`src/rtl/node_stream_reader.sv`:
```
// rtl/node_stream_reader.sv - snapshot packed node positions and stream them one node per handshake
// Optional clamping of coordinates at snapshot time is enabled by defining NODE_STREAM_CLIP_EN.
module node_stream_reader #(
    parameter int          NODE_COUNT = 5,
    parameter logic [31:0] X_MAX      = 32'd639,
    parameter logic [31:0] Y_MAX      = 32'd479,
    localparam int         IDX_W      = $clog2(NODE_COUNT)
) (
    input  logic                    clk,
    input  logic                    reset,
    input  logic [NODE_COUNT*32-1:0] nodes_x,
    input  logic [NODE_COUNT*32-1:0] nodes_y,
    input  logic                    frame_req,
    input  logic                    out_ready,
    output logic                    out_valid,
    output logic [31:0]             out_x,
    output logic [31:0]             out_y,
    output logic [IDX_W-1:0]        out_index,
    output logic                    out_last,
    output logic                    busy,
    output logic                    frame_done,
`ifdef NODE_STREAM_CLIP_EN
    output logic                    out_clipped,
`endif
    output logic [15:0]             frame_count
);

    localparam logic [0:0] STATE_IDLE   = 1'b0;
    localparam logic [0:0] STATE_STREAM = 1'b1;
    localparam logic [IDX_W-1:0] LAST_IDX = IDX_W'(NODE_COUNT - 1);
    localparam logic [IDX_W-1:0] IDX_ONE  = IDX_W'(1);
`ifdef NODE_STREAM_CLIP_EN
    localparam bit CLIP_EN = 1'b1;
`else
    localparam bit CLIP_EN = 1'b0;
`endif

    logic [0:0]       state_q, state_d;
    logic [IDX_W-1:0] index_q, index_d;
    logic [31:0]      shadow_x_q [NODE_COUNT];
    logic [31:0]      shadow_x_d [NODE_COUNT];
    logic [31:0]      shadow_y_q [NODE_COUNT];
    logic [31:0]      shadow_y_d [NODE_COUNT];
    logic             frame_done_q, frame_done_d;
    logic [15:0]      frame_count_q, frame_count_d;

    // Coordinates are signed: negatives clamp to 0, values above the bound clamp to it.
    function automatic logic [31:0] clamp(input logic [31:0] v, input logic [31:0] maxv);
        if ($signed(v) < 0)                 return 32'd0;
        else if ($signed(v) > $signed(maxv)) return maxv;
        else                                 return v;
    endfunction

    always_comb begin
        state_d       = state_q;
        index_d       = index_q;
        shadow_x_d    = shadow_x_q;
        shadow_y_d    = shadow_y_q;
        frame_done_d  = 1'b0;
        frame_count_d = frame_count_q;
        case (state_q)
            STATE_IDLE: begin
                if (frame_req) begin
                    for (int i = 0; i < NODE_COUNT; i++) begin
                        shadow_x_d[i] = CLIP_EN ? clamp(nodes_x[i*32 +: 32], X_MAX) : nodes_x[i*32 +: 32];
                        shadow_y_d[i] = CLIP_EN ? clamp(nodes_y[i*32 +: 32], Y_MAX) : nodes_y[i*32 +: 32];
                    end
                    index_d = '0;
                    state_d = STATE_STREAM;
                end
            end
            default: begin
                if (out_ready) begin
                    if (index_q == LAST_IDX) begin
                        state_d       = STATE_IDLE;
                        frame_done_d  = 1'b1;
                        frame_count_d = frame_count_q + 16'd1;
                    end else begin
                        index_d = index_q + IDX_ONE;
                    end
                end
            end
        endcase
    end

    always_ff @(posedge clk) begin
        if (reset) begin
            state_q       <= STATE_IDLE;
            index_q       <= '0;
            frame_done_q  <= 1'b0;
            frame_count_q <= 16'd0;
            for (int i = 0; i < NODE_COUNT; i++) begin
                shadow_x_q[i] <= 32'd0;
                shadow_y_q[i] <= 32'd0;
            end
        end else begin
            state_q       <= state_d;
            index_q       <= index_d;
            frame_done_q  <= frame_done_d;
            frame_count_q <= frame_count_d;
            shadow_x_q    <= shadow_x_d;
            shadow_y_q    <= shadow_y_d;
        end
    end

`ifdef NODE_STREAM_CLIP_EN
    logic [NODE_COUNT-1:0] clip_q, clip_d;

    always_comb begin
        clip_d = clip_q;
        if (state_q == STATE_IDLE && frame_req) begin
            for (int i = 0; i < NODE_COUNT; i++) begin
                clip_d[i] = (clamp(nodes_x[i*32 +: 32], X_MAX) != nodes_x[i*32 +: 32]) ||
                            (clamp(nodes_y[i*32 +: 32], Y_MAX) != nodes_y[i*32 +: 32]);
            end
        end
    end

    always_ff @(posedge clk) begin
        if (reset) clip_q <= '0;
        else       clip_q <= clip_d;
    end

    assign out_clipped = out_valid & clip_q[index_q];
`endif

    // Data outputs read the registered snapshot only; out_ready never reaches them combinationally.
    assign out_valid   = (state_q == STATE_STREAM);
    assign busy        = out_valid;
    assign out_x       = out_valid ? shadow_x_q[index_q] : 32'd0;
    assign out_y       = out_valid ? shadow_y_q[index_q] : 32'd0;
    assign out_index   = out_valid ? index_q : '0;
    assign out_last    = out_valid && (index_q == LAST_IDX);
    assign frame_done  = frame_done_q;
    assign frame_count = frame_count_q;

endmodule

```
`config.mk`:
```
export PLATFORM = sky130hd
export DESIGN_NAME = node_stream_reader
export DESIGN_NICKNAME = d
export VERILOG_FILES = /design/src/rtl/node_stream_reader.sv
export SDC_FILE = /design/constraint.sdc
export NUM_CORES = 1
export LEC_CHECK = 0
export CORE_MARGIN = 2
export CORE_UTILIZATION = 52
export DETAILED_ROUTE_END_ITERATION = 10
export GPL_ROUTABILITY_DRIVEN = 1
export GPL_TIMING_DRIVEN = 0
export HOLD_SLACK_MARGIN = 0.02
export PLACE_DENSITY_LB_ADDON = 0.25
export SETUP_SLACK_MARGIN = 0.02
export SLEW_MARGIN = 30
export SYNTH_ARGS = -nofsm -noshare
export SYNTH_HDL_FRONTEND = slang
export SYNTH_SLANG_ARGS = --single-unit
```
`constraint.sdc`:
```
create_clock -name clk -period 5.27 [get_ports clk]
set_input_delay 1.3175 -clock clk [delete_from_list [all_inputs] [get_ports clk]]
set_output_delay 1.3175 -clock clk [all_outputs]
set_load 0.03 [all_outputs]
```
# --- Word-level counts from Yosys, hierarchy flattened ---
# Index checks and enable logic that the tools add are counted.
op_classes:
  n_mux: 18
  n_reduce_logical: 6
  n_eq_ne: 3
  n_addsub: 2
  bitwise: 3
  order_cmp: 1
op_table:
  columns: ["cell", "n"]
  rows:
  - ["$bmux W32 S3", 2]
  - ["$mux W32", 6]
  - ["$add A16 B1 Y16 const B", 1]
  - ["$mux W3", 5]
  - ["$reduce_and A3 Y1", 2]
  - ["$mux W1", 5]
  - ["$ge A4 B4 Y1 const B", 1]
  - ["$ne A2 B2 Y1 const B", 2]
  - ["$not A3 Y4", 1]
  - ["$add A3 B1 Y3 const B", 1]
  - ["$eq A3 B3 Y1 const B", 1]
  - ["$reduce_or A3 Y1", 1]
  - ["$not A1 Y1", 2]
  - ["$reduce_and A2 Y1", 1]
  - ["$reduce_bool A2 Y1", 1]
  - ["$logic_and A1 B1 Y1", 1]
totals:
  in_bits: 324
  reg_bits: 341

# --- Logic depth before layout (Yosys ltp) ---
# Gate-level depths: netlist (run 1).
logic_depth:
  ltp_word: 5
  ltp_mapped: 11
  ltp_nobuf: 6

# --- Worst setup path after synthesis (run 1) ---
# OpenSTA, ideal clock, no wires.
synth_timing:
  path_kind: "reg2out"
  start: "register state_q, in the netlist busy"
  end: "output out_x[0]"
  t_arrival_ns: 1.725
  path_slack_ns: 2.227
  stages_incl_launch_ff: 6
  required_ns: 3.953
  path_cell_list: "dfxtp_1 > nor2b_1 > clkbuf_1 > clkbuf_1 > a21oi_1 > nor2_1"
synth_between:
  elab_chain_len: 1
synth_rtl:
  columns: ["element", "line_no", "text"]
  rows:
  - ["start, declared", "38", "logic [0:0] state_q, state_d;"]
  - ["start signal, assigned", "97", "state_q <= state_d;"]
  - ["$mux W32", "130", "assign out_x = out_valid ? shadow_x_q[index_q] : 32'd0;"]
  - ["end, declared", "16", "output logic [31:0] out_x,"]
# Every way passes these cells.

# --- Worst setup path after layout (run 1) ---
layout_timing:
  start: "register index_q[2]"
  end: "output out_y[0]"
layout_between:
  elab_chain_len: 5
layout_rtl:
  columns: ["element", "line_no", "text"]
  rows:
  - ["start, declared", "39", "logic [IDX_W-1:0] index_q, index_d;"]
  - ["start signal, assigned", "98", "index_q <= index_d;"]
  - ["$not A3 Y4 (not written as such)", "131", "assign out_y = out_valid ? shadow_y_q[index_q] : 32'd0;"]
  - ["$bmux W32 S3", "131", null]
  - ["$mux W32 (not written as such) (2 in a row)", "131", null]
  - ["$mux W32", "131", null]
  - ["end, declared", "17", "output logic [31:0] out_y,"]
# Every way passes these cells. The select of a mux whose other input is x is not followed.

==> impl_metrics.yaml, run 1 <==
hold_path:
  min_to: "shadow_x_q[101]"
  min_from: "shadow_x_q[101]"
  hold_class: "reg2reg"
  min_path_cells: 2
sta:
  worst_slew_pin_slew_ns: 1.04
  tns_ns: 0
  final_max_slew_viol_count: 0
  fin_hold_ws_ns: 0.453
  hold_viol: 0
  slew_headroom_pct: 30.8
  clock_skew_ns: 0.0111
  fmax_mhz: 210
  min_period_ns: 4.76
  rsz0062_at_grt: "no"
  setup_viol: 0
  final.period_utilization_pct: 90.3
die:
  coreArea_um2: 27000
  die_h_um: 170
  die_area_um2: 28900
  num_rows: 60
  die_x_um: 170
  start_util_pct: 53.0
  io_pins: 411
grt:
  grt_pass1_vias: 14800
  track_usage_pct: 35.2
  grt_pass1_wl_um: 78100
  antenna_found_initial: 8
  grt_max_degree: 15
  grt_overflow_total: 0
detailed_routing:
  drt_iter0_drc: 1510
  wl_per_cell_um: 19.9
  ant_nets: 0
  drt-vias-per-instance: 5.72
  drcViolationCount: 0
  routed_wl_um: 52100
  vias: 15000
  first_pass_iters: 6
pwr:
  p_total_uw: 6300
  power_leakage_uw: 0.00728
  ir_drop_v: 0.000244
  power_density_nw_per_um2: 314
run:
  maxCapViolCount: 0
yosys:
  yosysMostFrequentCell: "nand2_1"
  syn_avg_cell_area_um2: 7.94
  yosys-top-cells-count: "nand2_1 (650), a21oi_1 (389), dfxtp_1 (341), nor2_1 (139), clkbuf_1 (94)"
  syn-num-nets: 2131
  synth-edff-count: 0
  synth.distinct_cells: 32
  yosysTopAreaCellShare_pct: 47.7
  synth_area_um2: 14300
  yosys-top-cells-area: "dfxtp_1 (48%), nand2_1 (17%), a21oi_1 (14%), mux4_2 (10%), nor2_1 (3.6%)"
  synth_top_cell_by_area: "dfxtp_1"
  syn_inst: 1804
  yosys_most_used_dff: "dfxtp_1"
  synth-seq-area-share_pct: 47.7
  async_flop_share_pct: 0
  yosysWarnings: 0
  synth-seq-cells: 341
cts:
  cts_root_buf: "clkbuf_16"
  clock-sinks: 341
  cts_hold_buf: 0
  cts_resized: 0
  numCtsBuffers: 36
  cts_max_path_buffers: 3
  cts_tree: "built"
  clkLatencyLatePin_ns: 0.51
  htree_levels: 2
  cts_setup_buffers: 0
  path_clk_slew_ns: 0.06
critical_path:
  r2r_slack_ns: 2.45
  critPathKind: "reg2out"
  cp_slowest_cell: "clkdlybuf4s50_1"
  crit_required_ns: 3.95
  crit_fanout: 10
  worst_r2r_startpoint: "index_q[0]"
  cp.arrival_ns: 3.44
  slowest_delay_ns: 0.69
  rr_endpoint: "frame_count[13]"
  critPathLaunchType: "register"
  reg2reg_depth: 11
  endpoint_kind: "output pin"
  path_cells: "clkbuf_1, clkbuf_1, buf_1, nor2_1, nor2_1, clkdlybuf4s50_1"
placed_design:
  dpl_cell_area_um2: 18900
  place_congestion: 0.942
  dp.cells: 2555
  hpwlAfterDp_um: 38500
  portBuffers: 410
final_layout:
  multi_input_area_um2: 6830
  num-fill-cells: 2063
  final_cells: 2622
  fin_nets: 2579
  seq_area_um2: 6830
  area_growth_pct: 40.1
  post-route-cell-area_um2: 20100
  drive_gt1_share_pct: 7.61
status:
  status: "finished clean"
per-stage QoR:
stage	setup WS [ns]	utilization, %
5_1_grt	0.397	74.2
3_5_place_dp	1.17	69.8
4_1_cts	0.622	74.2
3_3_place_gp	1.17	69.8
2_1_floorplan	2.23	-
6_report	0.509	74.2
cell type report:
| type | count | area share, % |
|---|---|---|
| clock inverters | 7 | 0.568 |
| plain buffers | 153 | 3.26 |
| flip-flops and latches | 341 | 34.0 |
| diodes | 8 | 0.0998 |
| clock buffers | 52 | 5.35 |
| inverters | 4 | 0.0748 |
| repair buffers | 410 | 20.5 |
| well taps | 341 | 2.13 |
| multi-input cells | 1306 | 34.0 |
how the worst max path moves through the flow:
stage                    start   endpoint  slack [ns]
CTS                 index_q[2]  out_y[16]        0.62
detailed placement  index_q[2]  out_y[16]        1.17
floorplan                 busy   out_x[0]        2.23
finish              index_q[2]   out_y[0]        0.51
global placement    index_q[2]   out_y[0]        1.17
global route        index_q[2]   out_y[0]        0.40
logic make-up (layout without fill, tap and decap cells):
| logic type | count (synthesis) | after routing | synth area share [%] |
|---|---|---|---|
| simple gates | 830 | 830 | 22.6 |
| compound gates | 398 | 398 | 14.0 |
| buf+inv | 157 | 626 | 4.67 |
| flops | 341 | 341 | 47.7 |
| xor+xnor | 9 | 9 | 0.550 |
| fa+ha+maj | 3 | 3 | 0.262 |
| mux | 66 | 66 | 10.2 |
| other cells | 0 | 8 | 0 |
registers in the layout, indices dropped and copies added (netlist names):
name,count
frame_done,1
shadow_x_q,160
frame_count,16
shadow_y_q,160
busy,1
index_q,3
worst max-delay path: cells and delay by family (launching register included):
family / cells / cell delay [ns]
AND/OR/NAND/NOR: 2 / 0.38
buffers and inverters: 4 / 2.21
flip-flops: 1 / 0.33
cells in the final DEF (no fill, tap or decap), types with 4 or more instances in the layout:
cell / n
buf_1: 9
clkbuf_1: 100
or3_1: 4
and2_1: 4
clkbuf_8: 9
nand3_1: 5
nor2b_1: 4
buf_4: 7
xnor2_1: 7
nand2_1: 650
dfxtp_1: 341
mux4_2: 64
inv_1: 4
a21oi_1: 389
clkdlybuf4s50_1: 410
nor2_1: 139
diode_2: 8
o21ai_0: 4
clkbuf_16: 37
buf_2: 43
nand2b_1: 4
nand4_1: 7
layer usage:
metal / global-route usage [%] / wire [µm] / up-vias
li1: - / - / 6875
met1: 43.9 / 19600 / 6993
met2: 56.9 / 23900 / 930
met3: 7.00 / 5580 / 192
met4: 20.5 / 3080 / 0
met5: 0 / 0 / -
power breakdown:
group / switching, µW / total, µW / internal [µW]
sequential: 76.1 / 2800 / 2720
clock: 1030 / 2580 / 1550
combinational: 491 / 925 / 435
No activity file was read; power rests on OpenSTA's default activity.
==> run 2, diff against run 1 <==
==> constraint.sdc (replaced) <==
create_clock -name clk -period 5.27 [get_ports clk]
set_input_delay 1.3175 -clock clk [delete_from_list [all_inputs] [get_ports clk]]
set_output_delay 1.3175 -clock clk [all_outputs]
set_load 0.1 [all_outputs]
==> impl_metrics.yaml, run 2 (synthesis results as in run 1) <==
status:
  status: "finished clean"
critical_path:
  crit_required_ns: 3.95
  crit_fanout: 10
  cp.arrival_ns: 3.84
  cp_slowest_cell: "clkdlybuf4s50_1"
  path_cells: "clkbuf_1, clkbuf_1, buf_1, nor2_1, nor2_1, clkdlybuf4s50_1"
  slowest_delay_ns: 1.17
  rr_endpoint: "frame_count[13]"
  endpoint_kind: "output pin"
  reg2reg_depth: 11
  r2r_slack_ns: 2.49
  critPathKind: "reg2out"
  critPathLaunchType: "register"
  worst_r2r_startpoint: "index_q[0]"
grt:
  grt_pass1_vias: 14700
  grt_max_degree: 14
  grt_overflow_total: 0
  antenna_found_initial: 7
  track_usage_pct: 34.9
  grt_pass1_wl_um: 77900
cts:
  cts_hold_buf: 0
  cts_max_path_buffers: 3
  cts_tree: "built"
  path_clk_slew_ns: 0.06
  htree_levels: 2
  clock-sinks: 341
  clkLatencyLatePin_ns: 0.51
  cts_setup_buffers: 0
  cts_root_buf: "clkbuf_16"
  numCtsBuffers: 37
  cts_resized: 0
die:
  die_x_um: 170
  die_area_um2: 28900
  start_util_pct: 53.0
  num_rows: 60
  die_h_um: 170
  io_pins: 411
  coreArea_um2: 27000
sta:
  setup_viol: 0
  clock_skew_ns: 0.00842
  tns_ns: 0
  final.period_utilization_pct: 98.0
  final_max_slew_viol_count: 0
  rsz0062_at_grt: "no"
  hold_viol: 0
  setup_slack_ns: 0.108
  slew_headroom_pct: 30.0
  worst_slew_pin_slew_ns: 1.05
  min_period_ns: 5.16
  fmax_mhz: 194
placed_design:
  dpl_cell_area_um2: 18800
  portBuffers: 410
  dp.cells: 2555
  pre_cts_slack_ns: 0.680
  place_congestion: 0.942
  hpwlAfterDp_um: 38400
final_layout:
  final_cells: 2624
  area_growth_pct: 39.7
  post-route-cell-area_um2: 20000
  final_common_cell: "nand2_1"
  drive_gt1_share_pct: 8.00
  fin_nets: 2580
  utilization_pct: 74.0
  final_cell_mix: "nand2_1 (650), clkdlybuf4s50_1 (399), a21oi_1 (389)"
pwr:
  ir_drop_v: 0.000240
  power_leakage_uw: 0.00736
  power_density_nw_per_um2: 317
hold_path:
  hold_class: "reg2reg"
  min_path_cells: 2
  min_from: "shadow_y_q[81]"
  min_to: "shadow_y_q[81]"
detailed_routing:
  drt-vias-per-instance: 5.74
  drcViolationCount: 0
  wl_per_cell_um: 19.8
  ant_nets: 0
  routed_wl_um: 52000
  first_pass_iters: 6
  vias: 15100
  drt_iter0_drc: 1606
run:
  maxCapViolCount: 0
-- run 2: changes by cell type in the layout (fill, tap and decap cells not counted), sizes merged --
cell           previous run  this run
inv                       5         4
buf                      59        65
clkinv                    3         6
diode                     8         7
clkbuf                  146       150
dlymetal6s2s              0         4
bufinv                    3         1
clkdlybuf4s50           410       399
-- run 2: worst max-delay path by stage --
stage                     startpoint   endpoint  slack [ns]  depth (start not counted)
after floorplan                 busy  out_x[31]        0.41                          2
after global placement    index_q[2]   out_y[0]        0.71                          6
after detailed placement  index_q[2]   out_y[0]        0.68                          6
after CTS                 index_q[2]   out_y[0]        0.13                          6
after global routing      index_q[2]  out_y[12]        0.03                          6
final                     index_q[2]   out_y[2]        0.11                          6
-- run 2: area by class of cell --
| cell class | instances | area [µm²] |
|---|---|---|
| Buffer | 153 | 654 |
| Timing Repair Buffer | 410 | 4080 |
| Antenna cell | 7 | 17.5 |
| Fill cell | 2035 | 7020 |
| Sequential cell | 341 | 6830 |
| Multi-Input combinational cell | 1306 | 6830 |
| Tap cell | 341 | 427 |
| Clock buffer | 55 | 1100 |
| Clock inverter | 7 | 60.1 |
| Inverter | 4 | 15.0 |
-- run 2: where the power goes --
group | switching, µW | total (µW) | internal [µW]
clock network | 1030 | 2520 | 1490
registers | 76.5 | 2800 | 2720
logic | 592 | 1020 | 432
total | 1700 | 6340 | 4640
-- run 2: stage by stage --
step	power, µW	hold WS (ns)
4_1_cts	6330	0.452
3_3_place_gp	3830	0.439
2_1_floorplan	3380	0.433
5_1_grt	6520	0.463
6_report	6340	0.452
3_5_place_dp	3850	0.444
-- run 2: per-layer routing --
| layer | vias up | wire length (µm) | track usage (%) |
|---|---|---|---|
| li1 | 6884 | - | - |
| met1 | 7093 | 20000 | 43.8 |
| met2 | 912 | 24100 | 57.2 |
| met3 | 174 | 5000 | 6.44 |
| met4 | 0 | 2970 | 19.0 |
| met5 | - | 0 | 0 |
-- run 2: critical path: cells and delay by family, from the launching register on --
family        cells  cell delay [ns]
buf+inv           4             2.68
flops             1             0.34
simple gates      2             0.32
